## config.mk

```make
export PLATFORM = sky130hd
export DESIGN_NAME = fx2_stream_writer
export DESIGN_NICKNAME = d
export VERILOG_FILES = /design/src/rtl/fx2_stream_writer.sv
export SDC_FILE = /design/constraint.sdc
export NUM_CORES = 1
export LEC_CHECK = 0
export CAP_MARGIN = 5
export CORE_MARGIN = 2
export CORE_UTILIZATION = 60
export CTS_BUF_LIST = sky130_fd_sc_hd__clkbuf_4
export DETAILED_ROUTE_END_ITERATION = 12
export HOLD_SLACK_MARGIN = 0.06
export PLACE_DENSITY = 0.84
export SLEW_MARGIN = 40
export SYNTH_ARGS = -nofsm -noshare
export SYNTH_HDL_FRONTEND = slang
export SYNTH_SLANG_ARGS = --single-unit
```

## constraint.sdc

```tcl
create_clock -name CLK -period 5 [get_ports CLK]
set_input_delay 1 -clock CLK [delete_from_list [all_inputs] [get_ports CLK]]
set_output_delay 1 -clock CLK [all_outputs]
set_load 0.005 [all_outputs]
```

## src/rtl/fx2_stream_writer.sv

```systemverilog
// fx2_stream_writer
//   ADC-to-FX2LP synchronous slave-FIFO streamer on the 48 MHz IFCLK domain.
//   Samples are decimated by DIV, buffered in a small FIFO so that FX2 full
//   stalls do not lose data, and written out over the slave-FIFO bus.
//   Samples that arrive while the buffer is full are counted in DROP_CNT.
//   When ENABLE falls, the buffer is drained and any short packet is
//   committed with a single PKTENDN pulse.
//
// Ports
//   CLK       IFCLK; all logic runs on its rising edge
//   RESET     asynchronous, active-high; clears all state
//   ENABLE    level: 1 = stream, 0 = stop, drain and commit
//   DIV       decimation divisor (0 and 1 both mean every cycle)
//   PKT_LEN   FX2 endpoint packet size in words (0 = never PKTEND)
//   SAMPLE    registered ADC data, valid every cycle
//   FULLN     FX2 full flag, 1 = room (configure as almost-full by >= 1 word)
//   FD        FX2 data bus
//   SLWRN     FX2 write strobe, active-low
//   PKTENDN   FX2 packet end, active-low
//   BUSY      high in any state other than IDLE
//   LEVEL     FIFO occupancy
//   DROP_CNT  samples lost to FIFO full, saturating, cleared on IDLE->STREAM
//
// Write handshake: FULLN acts as "ready" and the registered SLWRN as "valid".
// A word is transferred in every cycle where SLWRN=0; the pop decision is
// taken one cycle earlier, only while FULLN=1, so SLWRN never asserts
// because of a FULLN sample taken in the same cycle.
module fx2_stream_writer #(
  parameter int DATA_W  = 8,
  parameter int FIFO_AW = 4,
  parameter int DIV_W   = 26,
  parameter int PKT_W   = 16
) (
  input  logic               CLK,
  input  logic               RESET,
  input  logic               ENABLE,
  input  logic [DIV_W-1:0]   DIV,
  input  logic [PKT_W-1:0]   PKT_LEN,
  input  logic [DATA_W-1:0]  SAMPLE,
  input  logic               FULLN,
  output logic [DATA_W-1:0]  FD,
  output logic               SLWRN,
  output logic               PKTENDN,
  output logic               BUSY,
  output logic [FIFO_AW:0]   LEVEL,
  output logic [15:0]        DROP_CNT
);

  localparam int DEPTH = 2 ** FIFO_AW;
  localparam logic [FIFO_AW:0] DEPTH_L = (FIFO_AW + 1)'(DEPTH);

  typedef enum logic [1:0] {
    S_IDLE   = 2'd0,
    S_STREAM = 2'd1,
    S_DRAIN  = 2'd2,
    S_PKTEND = 2'd3
  } state_t;

  state_t state;

  logic [DATA_W-1:0]  mem [DEPTH];
  logic [FIFO_AW-1:0] wr_ptr;
  logic [FIFO_AW-1:0] rd_ptr;
  logic [FIFO_AW:0]   level;
  logic [DIV_W-1:0]   dec_cnt;
  logic [DIV_W-1:0]   div_cur;
  logic [DIV_W-1:0]   div_last;
  logic [PKT_W-1:0]   pkt_cnt;

  logic start;
  logic strobe;
  logic fifo_full;
  logic pop;
  logic push;
  logic drop;
  logic dec_wrap;
  logic drain_done;

  // Divisor in use is latched at each wrap, so a DIV change only shifts the
  // strobe spacing from the next period on.
  assign div_last   = (div_cur == '0) ? '0 : div_cur - DIV_W'(1);
  assign dec_wrap   = (dec_cnt >= div_last);
  assign start      = (state == S_IDLE) && ENABLE;
  assign strobe     = (state == S_STREAM) && (dec_cnt == '0);
  assign fifo_full  = (level == DEPTH_L);
  assign pop        = ((state == S_STREAM) || (state == S_DRAIN)) &&
                      (level != '0) && FULLN;
  // A full FIFO still accepts a sample when a word leaves in the same cycle.
  assign push       = strobe && (!fifo_full || pop);
  assign drop       = strobe && fifo_full && !pop;
  // SLWRN=0 means a word is on the bus this cycle and the packet counter has
  // not yet absorbed it, so draining waits for the strobe to return high.
  assign drain_done = (level == '0) && SLWRN;

  assign BUSY  = (state != S_IDLE);
  assign LEVEL = level;

  // FIFO storage needs no reset: occupancy is tracked by the pointers.
  always_ff @(posedge CLK) begin
    if (push) mem[wr_ptr] <= SAMPLE;
  end

  // Datapath: decimator, FIFO pointers, bus outputs and counters.
  always_ff @(posedge CLK or posedge RESET) begin
    if (RESET) begin
      wr_ptr   <= '0;
      rd_ptr   <= '0;
      level    <= '0;
      dec_cnt  <= '0;
      div_cur  <= '0;
      FD       <= '0;
      SLWRN    <= 1'b1;
      DROP_CNT <= '0;
      pkt_cnt  <= '0;
    end else begin
      if (state == S_STREAM) begin
        if (dec_wrap) begin
          dec_cnt <= '0;
          div_cur <= DIV;
        end else begin
          dec_cnt <= dec_cnt + DIV_W'(1);
        end
      end else begin
        dec_cnt <= '0;
        div_cur <= DIV;
      end

      if (push) wr_ptr <= wr_ptr + FIFO_AW'(1);

      if (pop) begin
        FD     <= mem[rd_ptr];
        SLWRN  <= 1'b0;
        rd_ptr <= rd_ptr + FIFO_AW'(1);
      end else begin
        SLWRN  <= 1'b1;
      end

      case ({push, pop})
        2'b10:   level <= level + (FIFO_AW + 1)'(1);
        2'b01:   level <= level - (FIFO_AW + 1)'(1);
        default: level <= level;
      endcase

      if (start) begin
        DROP_CNT <= '0;
      end else if (drop && (DROP_CNT != 16'hFFFF)) begin
        DROP_CNT <= DROP_CNT + 16'd1;
      end

      // Full packets are committed by the FX2 itself, so the count wraps.
      if (start) begin
        pkt_cnt <= '0;
      end else if (!SLWRN && (PKT_LEN != '0)) begin
        if (pkt_cnt == PKT_LEN - PKT_W'(1)) pkt_cnt <= '0;
        else                                pkt_cnt <= pkt_cnt + PKT_W'(1);
      end
    end
  end

  // Control FSM with registered PKTENDN.
  always_ff @(posedge CLK or posedge RESET) begin
    if (RESET) begin
      state   <= S_IDLE;
      PKTENDN <= 1'b1;
    end else begin
      case (state)
        S_IDLE: begin
          PKTENDN <= 1'b1;
          if (ENABLE) state <= S_STREAM;
        end
        S_STREAM: begin
          if (!ENABLE) state <= S_DRAIN;
        end
        S_DRAIN: begin
          if (drain_done) begin
            if ((PKT_LEN != '0) && (pkt_cnt != '0)) state <= S_PKTEND;
            else                                   state <= S_IDLE;
          end
        end
        S_PKTEND: begin
          // Stay here through the single low cycle of PKTENDN so BUSY
          // covers the commit.
          if (!PKTENDN) begin
            PKTENDN <= 1'b1;
            state   <= S_IDLE;
          end else if (FULLN) begin
            PKTENDN <= 1'b0;
          end
        end
        default: begin
          PKTENDN <= 1'b1;
          state   <= S_IDLE;
        end
      endcase
    end
  end

endmodule

```

==> impl_results.html, run 1 <==
<table>
<tr><th>Metric</th><th>Value</th></tr>
<tr><th colspan="2">Critical path</th></tr>
<tr><td>Maximum fanout along the worst path</td><td>27</td></tr>
<tr><td>Crit path max-delay cell type</td><td>sky130_fd_sc_hd__nor4_1</td></tr>
<tr><td>Buf+Inv Stages, Crit Path</td><td>1</td></tr>
<tr><td>Cell family with most CP delay</td><td>simple AND/OR/NAND/NOR gates</td></tr>
<tr><td>Data required, critical path</td><td>5.60 ns</td></tr>
<tr><td>List of cells traversed by the critical path</td><td>nor4_1 &gt; nand2b_1 &gt; or3_1 &gt; nor2_1 &gt; and2_1 &gt; nand2b_1 &gt; nand2_1 &gt; ha_1 &gt; a21o_1 &gt; a21o_1 &gt; a21oi_1 &gt; o2111ai_1 &gt; a21oi_1 &gt; nand2_4 &gt; buf_4 &gt; nor2_1</td></tr>
<tr><td>R2r setup slk</td><td>0.43 ns</td></tr>
<tr><td>Crit end category</td><td>register</td></tr>
<tr><td>Category of the critical setup timing path</td><td>register to register</td></tr>
<tr><td>Startpoint class of the critical path</td><td>register</td></tr>
<tr><td>Worst stage delay on the critical path</td><td>about 0.48 ns</td></tr>
<tr><td>Endpoint arrival time on the critical path</td><td>slightly above 5 ns</td></tr>
<tr><th colspan="2">Synthesis</th></tr>
<tr><td>Area share of the leading cell type in the synthesized netlist</td><td>between 30% and 40%</td></tr>
<tr><td>Simple-Gate Fraction of Synth Area</td><td>between 10 and 15%</td></tr>
<tr><td>Dominant combinational cell family by area after synthesis</td><td>simple AND/OR/NAND/NOR gates</td></tr>
<tr><td>Mux cell area share after synthesis</td><td>11.09%</td></tr>
<tr><td>Most common cell in the netlist</td><td>sky130_fd_sc_hd__edfxtp_1</td></tr>
<tr><td>Register bit count reported by yosys</td><td>237</td></tr>
<tr><td>Synth async-reset ratio</td><td>45.99%</td></tr>
<tr><td>Cells after Synth</td><td>918</td></tr>
<tr><td>Synth area leader</td><td>sky130_fd_sc_hd__edfxtp_1</td></tr>
<tr><td>Net count after synthesis</td><td>1018</td></tr>
<tr><td>Top cells by instance count after synthesis</td><td>sky130_fd_sc_hd__edfxtp_1, sky130_fd_sc_hd__dfrtp_1, sky130_fd_sc_hd__nor2_1, sky130_fd_sc_hd__nand2_1, sky130_fd_sc_hd__xor2_1</td></tr>
<tr><td>Top cells by area in the synthesized netlist</td><td>sky130_fd_sc_hd__edfxtp_1, sky130_fd_sc_hd__dfrtp_1, sky130_fd_sc_hd__mux4_2</td></tr>
<tr><td>Avg Inst Size Synth</td><td>around 13 sq um</td></tr>
<tr><td>Share of the synthesized area in compound gates (AO/OA/AOI/OAI)</td><td>about 3.9%</td></tr>
<tr><td>Post-synthesis xor/xnor area fraction</td><td>7.670%</td></tr>
<tr><td>Main flop type after synthesis</td><td>sky130_fd_sc_hd__edfxtp_1</td></tr>
<tr><td>Distinct cell type count of the synthesized netlist</td><td>65</td></tr>
<tr><td>Post-synth EDFFs</td><td>128</td></tr>
<tr><td>Post-synthesis sequential area ratio</td><td>55.89%</td></tr>
<tr><td>Post-synthesis adder-cell area fraction</td><td>roughly 5%</td></tr>
<tr><td>Number of warning messages in the yosys log</td><td>0</td></tr>
<tr><td>Mapped Area</td><td>roughly 12000 sq um</td></tr>
<tr><th colspan="2">Clocking</th></tr>
<tr><td>Maximum buffer depth of the clock tree</td><td>3</td></tr>
<tr><td>TritonCTS clock tree</td><td>done</td></tr>
<tr><td>Worst-path clk slew</td><td>0.08 ns</td></tr>
<tr><td>Root Buffer</td><td>sky130_fd_sc_hd__clkbuf_4</td></tr>
<tr><td>Post-CTS Setup Inserts</td><td>0</td></tr>
<tr><td>H-tree depth reported by CTS</td><td>2</td></tr>
<tr><td>Clock sink total</td><td>237</td></tr>
<tr><td>Source-to-sink clock delay at the later pin of the worst-skew pair</td><td>0.70 ns</td></tr>
<tr><td>Number of buffers inserted by hold repair at cts</td><td>0</td></tr>
<tr><td>Cts bufs inserted</td><td>58</td></tr>
<tr><th colspan="2">Placement</th></tr>
<tr><td>Number of port buffers</td><td>85</td></tr>
<tr><td>Post-placement cell area</td><td>between 10000 and 15000 sq um</td></tr>
<tr><td>Worst setup slack after placement</td><td>0.3380 ns</td></tr>
<tr><td>Cell total after placement</td><td>1247</td></tr>
<tr><td>Detailed placement HPWL</td><td>16.96 mm</td></tr>
<tr><td>Gpl congestion</td><td>0.8335</td></tr>
<tr><th colspan="2">Global routing</th></tr>
<tr><td>Total overflow reported by the global router</td><td>0</td></tr>
<tr><td>Number of global-route vias before repair</td><td>7893</td></tr>
<tr><td>Initial antenna violation count</td><td>1</td></tr>
<tr><td>Largest net degree at the start of global routing</td><td>a little over 80</td></tr>
<tr><td>First-pass GRT wire length</td><td>between 30 and 40 mm</td></tr>
<tr><td>Overall routing resource usage</td><td>about 24%</td></tr>
<tr><th colspan="2">STA</th></tr>
<tr><td>Total negative slack for setup checks</td><td>0 ns</td></tr>
<tr><td>Unrepaired setup endpoints after global routing</td><td>false</td></tr>
<tr><td>Count of endpoints failing hold in the final timing report</td><td>0</td></tr>
<tr><td>Worst-Margin Slew</td><td>0.8563 ns</td></tr>
<tr><td>Count of final setup violators</td><td>0</td></tr>
<tr><td>Fin Hold WS</td><td>0.5085 ns</td></tr>
<tr><td>Part of the cycle the worst path needs</td><td>between 90 and 100%</td></tr>
<tr><td>Rel. slew slack</td><td>42.91%</td></tr>
<tr><td>Total count of max-transition violations in the final report</td><td>0</td></tr>
<tr><td>Setup ws final</td><td>approximately 0.43 ns</td></tr>
<tr><td>Max Clock Freq</td><td>around 0.22 GHz</td></tr>
<tr><td>Final period demand of the worst path</td><td>4.568 ns</td></tr>
<tr><td>Clock skew</td><td>about 0.039 ns</td></tr>
<tr><th colspan="2">Final layout</th></tr>
<tr><td>Utilization of the core after routing</td><td>approximately 71%</td></tr>
<tr><td>Layout area overhead</td><td>15.94%</td></tr>
<tr><td>Final Instance Area</td><td>13640 sq um</td></tr>
<tr><td># nets final</td><td>approximately 1100</td></tr>
<tr><td>Layout cell share with drive strength beyond 1</td><td>a little under a fifth</td></tr>
<tr><td>Count of placed standard cells in the final layout, fillers left out</td><td>around 1400</td></tr>
<tr><th colspan="2">Power and ir drop</th></tr>
<tr><td>Cell Pwr Density</td><td>between 400 and 500 nW/um^2</td></tr>
<tr><td>Peak supply drop</td><td>0.2593 mV</td></tr>
<tr><td>Static Leak</td><td>5.303 nW</td></tr>
<tr><td>Overall Power</td><td>around 6.4 mW</td></tr>
<tr><th colspan="2">Min path</th></tr>
<tr><td>Hold Path Class</td><td>register to register</td></tr>
<tr><th colspan="2">Detailed routing</th></tr>
<tr><td>Avg Vias per Cell</td><td>approximately 5.8</td></tr>
<tr><td>Detailed Routing Iterations Pass 1</td><td>7</td></tr>
<tr><td>Routed vias</td><td>7811</td></tr>
<tr><td>Post-detailed-route count of antenna-violating nets</td><td>0</td></tr>
<tr><td>Detailed Route WL</td><td>24.18 mm</td></tr>
<tr><td>DRC marker count from the first detailed-route iteration</td><td>about 450</td></tr>
<tr><td>Wirelength per Cell</td><td>17.85 um</td></tr>
<tr><td>Detailed-route DRC error count</td><td>0</td></tr>
<tr><th colspan="2">Floorplanning</th></tr>
<tr><td>Die height</td><td>144.0 um</td></tr>
<tr><td>Core ar.</td><td>19330 sq um</td></tr>
<tr><td>Die outline width</td><td>between 100 and 150 um</td></tr>
<tr><td>Die Area</td><td>20740 sq um</td></tr>
<tr><td># rows</td><td>51</td></tr>
<tr><td>Initial core utilization</td><td>60.83%</td></tr>
<tr><td>Top Ports</td><td>86</td></tr>
<tr><th colspan="2">Flow run</th></tr>
<tr><td>Total of max-cap violations</td><td>0</td></tr>
<tr><th colspan="2">Run status</th></tr>
<tr><td>Outcome</td><td>finished clean</td></tr>
</table>
## sequential cells by signal (all words and copies together) (netlist names)
signal and cells:
DROP_CNT 16, dec_cnt 26, mem 128, SLWRN 1, LEVEL 5, FD 8, state 2, wr_ptr 4
rd_ptr 4, PKTENDN 1, div_cur 26, pkt_cnt 16
## area by class of cell
cell class                      instances  area, sq um
Antenna cell                            1        2.502
Clock buffer                           86        645.6
Clock inverter                         21        90.09
Fill cell                            1308         5699
Inverter                               27        108.9
Multi-Input combinational cell        624         4962
Sequential cell                       237         6576
Tap cell                              265        331.6
Timing Repair Buffer                   94        918.4
## logic make-up (layout without fill, tap and decap cells)
| kind of cell | Yosys count | after routing |
|---|---|---|
| other | 0 | 1 |
| DFF | 237 | 237 |
| xor gates and xnor gates | 103 | 103 |
| muxes | 76 | 76 |
| adders and majority gates | 46 | 46 |
| AOI/OAI and AO/OA | 64 | 64 |
| buffers and inverters | 57 | 228 |
| and+or+nand+nor | 335 | 335 |
## layer usage
layer  global-route usage (%)  vias up  part of all wire, %
li1                         -     3668                    -
met1                    31.89     3804                   41
met2                    40.55      275                   49
met3                    5.364       64                  6.7
met4                    9.185        0                  2.7
met5                        0        -                    0
## worst reg2reg max path, stage by stage (launching register included)
cell and delay (ns):
sky130_fd_sc_hd__dfrtp_1 0.43, sky130_fd_sc_hd__nor4_1 0.48, sky130_fd_sc_hd__nand2b_1 0.22, sky130_fd_sc_hd__or3_1 0.48
sky130_fd_sc_hd__nor2_1 0.18, sky130_fd_sc_hd__and2_1 0.17, sky130_fd_sc_hd__nand2b_1 0.43, sky130_fd_sc_hd__nand2_1 0.21
sky130_fd_sc_hd__ha_1 0.26, sky130_fd_sc_hd__a21o_1 0.16, sky130_fd_sc_hd__a21o_1 0.17, sky130_fd_sc_hd__a21oi_1 0.18
sky130_fd_sc_hd__o2111ai_1 0.12, sky130_fd_sc_hd__a21oi_1 0.26, sky130_fd_sc_hd__nand2_4 0.26, sky130_fd_sc_hd__buf_4 0.33
sky130_fd_sc_hd__nor2_1 0.16
## what timing repair did
item,4_1_cts,5_1_grt
setup endpoints to repair,0,51
hold endpoints to repair,0,0
gates resized for setup,0,1
## final timing paths
| path | cells past startpoint | start | end |
|---|---|---|---|
| max | 16 | div_cur[3]$_DFFE_PP0P_ | dec_cnt[12]$_DFF_PP0_ |
| min in group asynchronous | 2 | RESET | div_cur[11]$_DFFE_PP0P_ |
| max in group asynchronous | 3 | RESET | wr_ptr[0]$_DFFE_PP0P_ |
| max reg2reg | 16 | div_cur[3]$_DFFE_PP0P_ | dec_cnt[12]$_DFF_PP0_ |
| min reg2reg | 1 | FD[0]$_DFFE_PP0P_ | FD[0]$_DFFE_PP0P_ |
| min | 1 | FD[0]$_DFFE_PP0P_ | FD[0]$_DFFE_PP0P_ |
## placed cells by master, fill, tap and decap left out, types with 19 or more instances in the layout
cell,netlist,final
sky130_fd_sc_hd__dfrtp_1,107,105
sky130_fd_sc_hd__nand3_1,27,27
sky130_fd_sc_hd__xnor2_1,45,45
sky130_fd_sc_hd__mux4_2,40,40
sky130_fd_sc_hd__clkdlybuf4s50_1,0,85
sky130_fd_sc_hd__nor4_1,19,19
sky130_fd_sc_hd__xor2_1,58,58
sky130_fd_sc_hd__inv_1,26,25
sky130_fd_sc_hd__nor2_1,81,81
sky130_fd_sc_hd__ha_1,45,45
sky130_fd_sc_hd__nor3_1,29,29
sky130_fd_sc_hd__clkbuf_4,0,86
sky130_fd_sc_hd__mux2_2,34,34
sky130_fd_sc_hd__nand2_1,80,79
sky130_fd_sc_hd__edfxtp_1,128,128
## where the power goes
group / internal [mW] / switching (mW) / leakage, nW
logic: 1.08 / 0.965 / 2.31
registers: 2.38 / 0.413 / 2.56
clock network: 0.793 / 0.757 / 0.440
(Power assumes the default switching activity.)
==> inputs of run 2 (changes only) <==
Settings changed: ABC_AREA from default to 1.
==> run 2 against run 1 <==
  * Core utilization shrank 1.4 points
  * Die area is 11% higher
  * Worst hold slack got worse by 0.020 ns
  * Via count increased by 41%
  * Register-to-register slack gained 0.85 ns
  * Maximum frequency grew 23%
  * Clock-buffer cell count is 1 lower
  * Critical path depth increased by 5
==> impl_results.html, run 2 <==
<table>
<tr><th>Metric</th><th>Value</th></tr>
<tr><th colspan="2">Run status</th></tr>
<tr><td>Outcome</td><td>finished clean</td></tr>
<tr><th colspan="2">Power and ir drop</th></tr>
<tr><td>Cell Pwr Density</td><td>470.9 nW/um^2 (+0.52%)</td></tr>
<tr><td>Proportion of power drawn by the clock network</td><td>23.5% (-0.8 points)</td></tr>
<tr><td>Cell Int Power</td><td>4.193 mW (-1.4%)</td></tr>
<tr><td>Sw frac</td><td>40.40% (+7.0 points)</td></tr>
<tr><td>Portion of total power attributed to sequential cells</td><td>39.0% (-4.7 points)</td></tr>
<tr><td>Net switching power</td><td>2.842 mW (+33%)</td></tr>
<tr><td>Overall Power</td><td>7.035 mW (+10%)</td></tr>
<tr><td>Part of the total power dissipated in combinational logic</td><td>37.5% (+5.5 points)</td></tr>
<tr><td>Static Leak</td><td>6.473 nW (+22%)</td></tr>
<tr><td>Peak supply drop</td><td>0.3927 mV (+51%)</td></tr>
<tr><th colspan="2">STA</th></tr>
<tr><td>Rel. slew slack</td><td>39.29% (-3.6 points)</td></tr>
<tr><td>Worst-Margin Slew</td><td>0.9078 ns (+0.05152 ns)</td></tr>
<tr><td>Part of the cycle the worst path needs</td><td>74.42% (-17 points)</td></tr>
<tr><td>Total negative slack for setup checks</td><td>0 ns (unchanged)</td></tr>
<tr><td>Fin Hold WS</td><td>0.4890 ns (-0.01953 ns)</td></tr>
<tr><td>Final period demand of the worst path</td><td>3.721 ns (-0.8471 ns)</td></tr>
<tr><td>Count of final setup violators</td><td>0 (unchanged)</td></tr>
<tr><td>Clock skew</td><td>0.04023 ns (+0.001111 ns)</td></tr>
<tr><td>Unrepaired setup endpoints after global routing</td><td>false</td></tr>
<tr><td>Max Clock Freq</td><td>0.2688 GHz (+23%)</td></tr>
<tr><td>Total count of max-transition violations in the final report</td><td>0 (unchanged)</td></tr>
<tr><td>Count of endpoints failing hold in the final timing report</td><td>0 (unchanged)</td></tr>
<tr><th colspan="2">Clocking</th></tr>
<tr><td>H-tree depth reported by CTS</td><td>2 (unchanged)</td></tr>
<tr><td>Resized Gates After CTS</td><td>0 (unchanged)</td></tr>
<tr><td>Post-CTS Setup Inserts</td><td>0 (unchanged)</td></tr>
<tr><td>Source-to-sink clock delay at the later pin of the worst-skew pair</td><td>0.72 ns (+0.02 ns)</td></tr>
<tr><td>TritonCTS clock tree</td><td>done</td></tr>
<tr><td>Worst-path clk slew</td><td>0.07 ns (about the same)</td></tr>
<tr><td>Cts bufs inserted</td><td>60 (+3.4%)</td></tr>
<tr><td>Root Buffer</td><td>sky130_fd_sc_hd__clkbuf_4</td></tr>
<tr><td>Clock sink total</td><td>237 (unchanged)</td></tr>
<tr><td>Number of buffers inserted by hold repair at cts</td><td>0 (unchanged)</td></tr>
<tr><td>Maximum buffer depth of the clock tree</td><td>3 (unchanged)</td></tr>
<tr><th colspan="2">Final layout</th></tr>
<tr><td>Largest register by flop count</td><td>mem</td></tr>
<tr><td>Count of placed standard cells in the final layout, fillers left out</td><td>1947 (+44%)</td></tr>
<tr><td>Biggest registers after layout</td><td>mem (128), dec_cnt (26), div_cur (26)</td></tr>
<tr><td>Most common cell after layout, fill and taps aside</td><td>sky130_fd_sc_hd__nand2_1</td></tr>
<tr><td>Utilization of the core after routing</td><td>69.10% (-1.4 points)</td></tr>
<tr><td>Layout area overhead</td><td>13.79%</td></tr>
<tr><td>Number of flip-flops under the largest register name</td><td>128 (unchanged)</td></tr>
<tr><td>Layout cell share with drive strength beyond 1</td><td>9.484% (-9.2 points)</td></tr>
<tr><td>Commonest cells after routing, fill and taps aside</td><td>sky130_fd_sc_hd__nand2_1, sky130_fd_sc_hd__nor2_1, sky130_fd_sc_hd__inv_1, sky130_fd_sc_hd__edfxtp_1, sky130_fd_sc_hd__nand3_1</td></tr>
<tr><td># nets final</td><td>1716 (+50%)</td></tr>
<tr><th colspan="2">Critical path</th></tr>
<tr><td>Worst stage delay on the critical path</td><td>0.43 ns (-0.05 ns)</td></tr>
<tr><td>Endpoint arrival time on the critical path</td><td>4.31 ns (-0.86 ns)</td></tr>
<tr><td>Category of the critical setup timing path</td><td>register to register</td></tr>
<tr><td>Worst path most repeated cell</td><td>sky130_fd_sc_hd__nand2_1</td></tr>
<tr><td>Startpoint class of the critical path</td><td>register</td></tr>
<tr><td>Crit path max-delay cell type</td><td>sky130_fd_sc_hd__dfrtp_1</td></tr>
<tr><td>Maximum fanout along the worst path</td><td>28 (+3.7%)</td></tr>
<tr><td>List of cells traversed by the critical path</td><td>inv_1 &gt; ha_1 &gt; nand2_1 &gt; nor2_2 &gt; nand2_1 &gt; inv_1 &gt; nand2_1 &gt; a21bo_2 &gt; ha_1 &gt; nand2_1 &gt; nor2_1 &gt; a211oi_1 &gt; nor2_1 &gt; nor2_1 &gt; nand2_1 &gt; nand2_1 &gt; buf_4 &gt; nand2_1 &gt; buf_4 &gt; nand2_1 &gt; nand2_1</td></tr>
<tr><td>Data required, critical path</td><td>5.59 ns (about the same)</td></tr>
<tr><td>Buf+Inv Stages, Crit Path</td><td>4 (+3)</td></tr>
<tr><td>Cell family with most CP delay</td><td>simple AND/OR/NAND/NOR gates</td></tr>
<tr><td>Crit end category</td><td>register</td></tr>
<tr><th colspan="2">Floorplanning</th></tr>
<tr><td># rows</td><td>54 (+5.9%)</td></tr>
<tr><td>Core ar.</td><td>21620 sq um (+12%)</td></tr>
<tr><td>Die height</td><td>151.9 um (+5.5%)</td></tr>
<tr><td>Die Area</td><td>23080 sq um (+11%)</td></tr>
<tr><td>Top Ports</td><td>86 (unchanged)</td></tr>
<tr><td>Initial core utilization</td><td>60.73% (-0.10 points)</td></tr>
<tr><td>Die outline width</td><td>151.9 um (+5.5%)</td></tr>
<tr><th colspan="2">Detailed routing</th></tr>
<tr><td>Detailed Route WL</td><td>31.29 mm (+29%)</td></tr>
<tr><td>DRC marker count from the first detailed-route iteration</td><td>856 (+89%)</td></tr>
<tr><td>Detailed Routing Iterations Pass 1</td><td>5 (-2)</td></tr>
<tr><td>Post-detailed-route count of antenna-violating nets</td><td>0 (unchanged)</td></tr>
<tr><td>Routed vias</td><td>11003 (+41%)</td></tr>
<tr><td>Avg Vias per Cell</td><td>5.651 (-2.0%)</td></tr>
<tr><td>Detailed-route DRC error count</td><td>0 (unchanged)</td></tr>
<tr><td>Wirelength per Cell</td><td>16.07 um (-9.9%)</td></tr>
<tr><th colspan="2">Flow run</th></tr>
<tr><td>Total of max-cap violations</td><td>0 (unchanged)</td></tr>
<tr><th colspan="2">Global routing</th></tr>
<tr><td>Largest net degree at the start of global routing</td><td>84 (+3.7%)</td></tr>
<tr><td>First-pass GRT wire length</td><td>51.69 mm (+32%)</td></tr>
<tr><td>Total overflow reported by the global router</td><td>0 (unchanged)</td></tr>
<tr><td>Initial antenna violation count</td><td>1 (unchanged)</td></tr>
<tr><td>Number of global-route vias before repair</td><td>10906 (+38%)</td></tr>
<tr><td>Overall routing resource usage</td><td>26.99% (+2.6 points)</td></tr>
<tr><th colspan="2">Synthesis</th></tr>
<tr><td>Main flop type after synthesis</td><td>sky130_fd_sc_hd__edfxtp_1</td></tr>
<tr><td>Net count after synthesis</td><td>1617 (+59%)</td></tr>
<tr><td>Post-synth EDFFs</td><td>128 (unchanged)</td></tr>
<tr><td>Cells after Synth</td><td>1517 (+65%)</td></tr>
<tr><td>Number of warning messages in the yosys log</td><td>0 (unchanged)</td></tr>
<tr><td>Top cells by instance count after synthesis</td><td>sky130_fd_sc_hd__nand2_1, sky130_fd_sc_hd__nor2_1, sky130_fd_sc_hd__inv_1, sky130_fd_sc_hd__edfxtp_1, sky130_fd_sc_hd__nand3_1</td></tr>
<tr><td>Top cells by area in the synthesized netlist</td><td>sky130_fd_sc_hd__edfxtp_1, sky130_fd_sc_hd__dfrtp_1, sky130_fd_sc_hd__nand2_1</td></tr>
<tr><td>Distinct cell type count of the synthesized netlist</td><td>48 (-26%)</td></tr>
<tr><td>Avg Inst Size Synth</td><td>8.655 sq um (-32%)</td></tr>
<tr><td>Area share of the leading cell type in the synthesized netlist</td><td>29.27% (-3.4 points)</td></tr>
<tr><td>Post-synthesis sequential area ratio</td><td>50.07% (-5.8 points)</td></tr>
<tr><td>Most common cell in the netlist</td><td>sky130_fd_sc_hd__nand2_1</td></tr>
<tr><td>Mapped Area</td><td>13130 sq um (+12%)</td></tr>
<tr><td>Synth area leader</td><td>sky130_fd_sc_hd__edfxtp_1</td></tr>
<tr><td>Register bit count reported by yosys</td><td>237 (unchanged)</td></tr>
<tr><td>Synth async-reset ratio</td><td>45.99% (unchanged)</td></tr>
<tr><th colspan="2">Placement</th></tr>
<tr><td>Cell total after placement</td><td>1834 (+47%)</td></tr>
<tr><td>Gpl congestion</td><td>0.9195 (+10%)</td></tr>
<tr><td>Number of port buffers</td><td>85 (unchanged)</td></tr>
<tr><td>Detailed placement HPWL</td><td>21.48 mm (+27%)</td></tr>
<tr><th colspan="2">Min path</th></tr>
<tr><td>Hold Path Class</td><td>register to register</td></tr>
</table>
-- run 2: cell count changes in the layout (fill, tap and decap cells not counted), sizes merged, moves of 12 or more --
cell    delta
xnor2     -29
nand2    +235
nand3     +89
mux4      -40
o21ai     +73
nor2     +147
o221ai    +16
o22ai     +17
inv      +119
o211ai    +12
nand4     +32
and3      -14
mux2      -34
-- run 2: kinds of logic (layout without fill, tap and decap cells) --
group | count (synthesis) | count (layout) | synth area share (%)
AOI/OAI and AO/OA | 181 | 181 | 8.148
xor gates and xnor gates | 67 | 67 | 4.469
adders and majority gates | 46 | 46 | 4.441
buffers and inverters | 205 | 354 | 6.184
DFF | 237 | 237 | 50.07
other | 0 | 1 | 0
and+or+nand+nor | 781 | 781 | 26.69
-- run 2: stage by stage --
step / setup WS [ns] / instance area, sq um
global placement: 1.355 / 14150
global route: 0.7236 / 14940
detailed placement: 1.293 / 14150
CTS: 1.270 / 14940
floorplan: 1.129 / 13130
finish: 1.279 / 14940
-- run 2: per-layer routing --
metal  part of all wire (%)  wire (um)  GRT usage, %  vias to the layer above
met5                      0          0             0                        -
met4                    3.2       1005         10.77                        0
met3                    6.9       2146         4.877                       80
met2                     47      14750         44.34                      391
met1                     43      13390         35.84                     5163
li1                       -          -             -                     5369
-- run 2: worst reg2reg max path, stage by stage, from the launching register on --
cell and delay (ns):
sky130_fd_sc_hd__dfrtp_1 0.43, sky130_fd_sc_hd__inv_1 0.10, sky130_fd_sc_hd__ha_1 0.20, sky130_fd_sc_hd__nand2_1 0.09, sky130_fd_sc_hd__nor2_2 0.22, sky130_fd_sc_hd__nand2_1 0.12, sky130_fd_sc_hd__inv_1 0.10, sky130_fd_sc_hd__nand2_1 0.42
sky130_fd_sc_hd__a21bo_2 0.37, sky130_fd_sc_hd__ha_1 0.23, sky130_fd_sc_hd__nand2_1 0.07, sky130_fd_sc_hd__nor2_1 0.04, sky130_fd_sc_hd__a211oi_1 0.18, sky130_fd_sc_hd__nor2_1 0.06, sky130_fd_sc_hd__nor2_1 0.08, sky130_fd_sc_hd__nand2_1 0.05
sky130_fd_sc_hd__nand2_1 0.07, sky130_fd_sc_hd__buf_4 0.28, sky130_fd_sc_hd__nand2_1 0.12, sky130_fd_sc_hd__buf_4 0.25, sky130_fd_sc_hd__nand2_1 0.09, sky130_fd_sc_hd__nand2_1 0.05
-- run 2: final cells by class --
class	instances	area (sq um)
inverter	148	563.0
antenna	1	2.502
multi-input combinational	1075	5751
clock buffer	85	638.1
fill	1715	6680
sequential	237	6575
clock inverter	27	142.6
timing repair buffer	94	918.4
tap	280	350.3
-- run 2: final timing paths --
check	start	to	slack, ns	cells past startpoint
max	div_cur[0]$_DFFE_PP0P_	div_cur[2]$_DFFE_PP0P_	1.28	21
min	dec_cnt[0]$_DFF_PP0_	dec_cnt[0]$_DFF_PP0_	0.49	1
max reg2reg	div_cur[0]$_DFFE_PP0P_	div_cur[2]$_DFFE_PP0P_	1.28	21
min reg2reg	dec_cnt[0]$_DFF_PP0_	dec_cnt[0]$_DFF_PP0_	0.49	1
max in group asynchronous	RESET	div_cur[17]$_DFFE_PP0P_	3.42	3
min in group asynchronous	RESET	DROP_CNT[5]$_DFFE_PP0P_	0.79	2
-- run 2: power by group through the flow --
stage | clock (mW) | sequential [mW] | combinational, mW
after floorplan | 0 | 2.64 | 1.91
final | 1.65 | 2.74 | 2.64
after detailed placement | 0 | 2.77 | 2.60
after global routing | 1.79 | 2.79 | 2.97
after global placement | 0 | 2.75 | 2.51
after CTS | 1.68 | 2.73 | 2.63
